**src/rtl/mult_pkg.sv**
```systemverilog
// rtl/mult_pkg.sv - shared widths and product type for the 3x4 array multiplier
package mult_pkg;
    localparam int A_W = 3;
    localparam int B_W = 4;
    localparam int C_W = A_W + B_W;

    typedef logic [C_W-1:0] product_t;
endpackage

```
**src/rtl/full_adder.sv**
```systemverilog
// rtl/full_adder.sv - one-bit full adder cell of the multiplier array
module full_adder (
    input  logic a,
    input  logic b,
    input  logic cin,
    output logic s,
    output logic cout
);
    assign s    = a ^ b ^ cin;
    assign cout = (a & b) | (cin & (a ^ b));
endmodule

```
**src/rtl/four_and_three_multiplier.sv**
```systemverilog
// rtl/four_and_three_multiplier.sv - unsigned 3x4 AND/adder-array multiplier, registered output
// FOUR_AND_THREE_MULT_PIPE_EN adds a register after the first adder row (latency 2).
module four_and_three_multiplier
    import mult_pkg::*;
(
    input  logic           clk,
    input  logic           rst_n,
    input  logic [A_W-1:0] A,
    input  logic [B_W-1:0] B,
    input  logic           in_valid,
    output product_t       C,
    output logic           out_valid
);
    logic [A_W-1:0] pp      [B_W];
    logic [A_W-1:0] row_hi  [1:B_W-1];
    logic [A_W-1:0] row_pp  [1:B_W-1];
    logic [A_W:0]   row_out [1:B_W-1];
    logic [1:0]     low_bits;
    logic           res_valid;
    product_t       product;

    always_comb begin
        for (int j = 0; j < B_W; j++) begin
            pp[j] = A & {A_W{B[j]}};
        end
    end

    // Each row adds its pp terms to the running sum shifted down by one; bit 0 retires a product bit.
    generate
        for (genvar j = 1; j < B_W; j++) begin : g_row
            logic [A_W:0]   carry;
            logic [A_W-1:0] sum;
            assign carry[0] = 1'b0;
            for (genvar i = 0; i < A_W; i++) begin : g_bit
                full_adder u_fa (
                    .a   (row_hi[j][i]),
                    .b   (row_pp[j][i]),
                    .cin (carry[i]),
                    .s   (sum[i]),
                    .cout(carry[i+1])
                );
            end
            assign row_out[j] = {carry[A_W], sum};
        end
    endgenerate

    assign row_hi[1] = {1'b0, pp[0][A_W-1:1]};
    assign row_pp[1] = pp[1];
    assign row_hi[3] = row_out[2][A_W:1];

`ifdef FOUR_AND_THREE_MULT_PIPE_EN
    logic [A_W-1:0] s1_hi;
    logic [A_W-1:0] s1_pp2;
    logic [A_W-1:0] s1_pp3;
    logic [1:0]     s1_low;
    logic           s1_valid;

    always_ff @(posedge clk or negedge rst_n) begin
        if (!rst_n) begin
            s1_hi    <= '0;
            s1_pp2   <= '0;
            s1_pp3   <= '0;
            s1_low   <= '0;
            s1_valid <= 1'b0;
        end else begin
            s1_hi    <= row_out[1][A_W:1];
            s1_pp2   <= pp[2];
            s1_pp3   <= pp[3];
            s1_low   <= {row_out[1][0], pp[0][0]};
            s1_valid <= in_valid;
        end
    end

    assign row_hi[2] = s1_hi;
    assign row_pp[2] = s1_pp2;
    assign row_pp[3] = s1_pp3;
    assign low_bits  = s1_low;
    assign res_valid = s1_valid;
`else
    assign row_hi[2] = row_out[1][A_W:1];
    assign row_pp[2] = pp[2];
    assign row_pp[3] = pp[3];
    assign low_bits  = {row_out[1][0], pp[0][0]};
    assign res_valid = in_valid;
`endif

    assign product = {row_out[3], row_out[2][0], low_bits};

    always_ff @(posedge clk or negedge rst_n) begin
        if (!rst_n) begin
            C         <= '0;
            out_valid <= 1'b0;
        end else begin
            out_valid <= res_valid;
            if (res_valid) begin
                C <= product;
            end
        end
    end
endmodule

```
**config.mk**
```make
export PLATFORM = sky130hd
export DESIGN_NAME = four_and_three_multiplier
export DESIGN_NICKNAME = d
export VERILOG_FILES = /design/src/rtl/mult_pkg.sv /design/src/rtl/full_adder.sv /design/src/rtl/four_and_three_multiplier.sv
export SDC_FILE = /design/constraint.sdc
export NUM_CORES = 1
export LEC_CHECK = 0
export BUFFER_PORTS_ARGS = -buffer_cell sky130_fd_sc_hd__clkbuf_2
export CORE_UTILIZATION = 30
export CTS_BUF_LIST = sky130_fd_sc_hd__clkbuf_4 sky130_fd_sc_hd__clkbuf_8
export CTS_CLUSTER_SIZE = 30
export DETAILED_ROUTE_END_ITERATION = 7
export PLACE_DENSITY_LB_ADDON = 0.15
export SETUP_SLACK_MARGIN = 0.1
export SLEW_MARGIN = 5
export SYNTH_ARGS = -nofsm -noshare
export SYNTH_HDL_FRONTEND = slang
export SYNTH_SLANG_ARGS = --single-unit
```
**constraint.sdc**
```tcl
create_clock -name clk -period 2.3 [get_ports clk]
set_clock_uncertainty 0.2 [all_clocks]
set_input_delay 0.115 -clock clk [delete_from_list [all_inputs] [get_ports clk]]
set_output_delay 0.115 -clock clk [all_outputs]
set_load 0.05 [all_outputs]
```
==> qor.yml <==
status:
  outcome: "finished with violations"
  violations: "setup timing"
timing:
  slew_headroom_pct: 81.56
  rsz0062_at_grt: "true"
  finalSetupViolCount: 3
  setup_ws_ps: -730.4
  period_needed_ps: 3030
  fmax_mhz: 330.0
  fin_setup_tns_ps: -1767
  period_share_pct: 131.8
  drv_slew: 0
  finalHoldViolations: 0
  holdWs_ps: 7.934
  tightest_slew_ps: 277.8
run:
  maxCapViolCount: 0
critical_path:
  reg2reg_depth: 1
  cp_num_cells: 13
  r2r_setup_slack_ps: 1340
  cpMostUsedCell: "fa_1"
  critPathBufInv: 4
  crit_path_max_incr_delay_ps: 490
  cp-start-kind: "input pin"
  slowest_stage: "fa_1"
  crit_path_end_kind: "register"
  crit_fanout: 2
  r2r_end: "C[2]$_DFFE_PN0P_"
  worst-setup-path-type: "in -> reg"
  critPathTopFamily: "adder cells"
  critPathArrivalTime_ps: 2950
  worstReg2RegStart: "C[2]$_DFFE_PN0P_"
  crit_required_ps: 2220
  endpoint: "C[5]$_DFFE_PN0P_"
  critPathLaunch: "B[0]"
  crit_chain: "buf_6 -> and2_4 -> ha_4 -> inv_2 -> fa_1 -> inv_1 -> ha_2 -> fa_2 -> fa_1 -> inv_1 -> fa_2 -> fa_1 -> mux2i_1"
floorplan:
  start_util_pct: 31.79
  rows: 15
  ios: 18
  fp.dieW_um: 44.55
  die_y_um: 44.55
  core_area_um2: 1708
  die_area_um2: 1984
logic_synthesis:
  yosysSeqAreaShare_pct: 36.87
  yosysWarnings: 0
  synth_top_area_cell: "dfrtp_1"
  syn_avg_cell_area_um2: 11.55
  synth.area.top_cells: "dfrtp_1 37%, fa_1 18%, ha_1 9.2%, mux2_4 8.3%, and2_1 8.1%"
  yosysUniqueCellTypes: 11
  netlist.area_leader.share_pct: 36.87
  syn_area_um2: 543.0
  syn_inst: 47
  synthesis.nets: 66
  ys_seq_elements: 8
final_layout:
  fillCellCount: 155
  multiInputGateArea_um2: 331.6
  antenna_cells: 0
  synthToLayoutAreaGrowth_pct: 47.00
  final_common_cell: "clkbuf_2"
  drive_gt1_share_pct: 50.00
  nets: 95
  regArea_um2: 200.2
  instances_no_fill: 99
  final_cell_mix: "13 x clkbuf_2, 9 x inv_1, 8 x dfrtp_1"
  fin_util_pct: 46.74
clock_tree:
  post_cts_buffers: 0
  clk_pin_slew_ps: 50
  h-tree-depth: 1
  cts.sinks: 8
  cts_buffers: 3
  clock_latency_ps: 240
  cts_tree: "yes"
  root_buffer: "clkbuf_4"
  cts_buffer_depth: 2
drt:
  drc: 0
  vias: 383
  ant_nets: 0
  wl_per_cell_um: 9.747
  drt_wl_total_um: 965
  drtIter0Drc: 0
  first_pass_iters: 1
  vias_per_cell: 3.869
placed_design:
  routabilityCongestion: 0.7274
  portBuffers: 17
  dp.cells: 94
  pre_cts_ws_ps: -1057
  dp_hpwl_um: 846.2
global_routing:
  grt_max_degree: 10
  overflow: 0
  grt_pass1_vias: 409
  grt_pass1_wl_mm: 1.642
  antenna_found_initial: 0
  gr-usage-all-layers_pct: 11.96
worst_hold_path:
  hp-class: "in -> reg"
  hold_start: "A[0]"
power:
  p_per_area_nw_per_um2: 620.4
  ir_drop_mv: 0.3369
  p_leak_nw: 0.4042
[sequential cells by signal (all words and copies together) (netlist names)]
register,cells
out_valid,1
C,7
[Yosys cell counts]
cell type,count
nand2_1,4
mux2i_1,3
o21ai_0,1
mux2_4,3
buf_6,1
inv_1,10
fa_1,5
dfrtp_1,8
ha_1,4
nand3_1,1
and2_1,7
[worst min path at each step]
stage,endpoint,slack (ps),cells past startpoint
4_1_cts,out_valid$_DFF_PN0_,40,2
6_report,C[0]$_DFFE_PN0P_,8,4
3_5_place_dp,C[3]$_DFFE_PN0P_,-220,1
5_1_grt,out_valid$_DFF_PN0_,50,2
3_3_place_gp,C[2]$_DFFE_PN0P_,-230,1
2_1_floorplan,C[0]$_DFFE_PN0P_,-380,0
[cell families (layout without fill, tap and decap cells)]
group	after synthesis	in the layout	share of synthesized area [%]
compound gates	1	1	0.9208
mux	6	6	13.82
flops	8	8	36.87
simple gates	12	12	11.75
buf+inv	11	38	8.987
fa+ha+maj	9	9	27.65
[metrics by stage]
| stage | power [mW] | instance area, um2 |
|---|---|---|
| after floorplan | 0.3317 | 580.6 |
| after global routing | 0.5300 | 798.3 |
| after CTS | 0.5015 | 773.2 |
| after global placement | 0.3892 | 730.7 |
| after detailed placement | 0.3909 | 730.7 |
| final | 0.4952 | 798.3 |
[metal layers]
metal,track usage (%),share of wire [%],up-vias
met5,0,0,-
met4,7.273,0.52,0
met3,1.633,3.9,2
met2,17.65,46,8
met1,16.58,49,173
li1,-,-,200
[repair_timing]
action / in CTS / in global routing
gates resized for setup: 0 / 4
hold buffers: 2 / 0
pin swaps: 1 / 0
setup endpoints to repair: 4 / 4
hold endpoints to repair: 9 / 0
[report_power, final]
| group | total (mW) | internal, mW | switching [mW] |
|---|---|---|---|
| clock network | 0.103 | 0.0594 | 0.0438 |
| registers | 0.176 | 0.165 | 0.0117 |
| logic | 0.216 | 0.0785 | 0.137 |
[layout make-up]
| cell class | instances | area share (%) |
|---|---|---|
| Timing Repair Buffer | 25 | 21.94 |
| Inverter | 10 | 4.702 |
| Sequential cell | 8 | 25.08 |
| Multi-Input combinational cell | 28 | 41.54 |
| Tap cell | 25 | 3.918 |
| Clock buffer | 3 | 2.821 |
No activity file was read; power rests on OpenSTA's default activity.
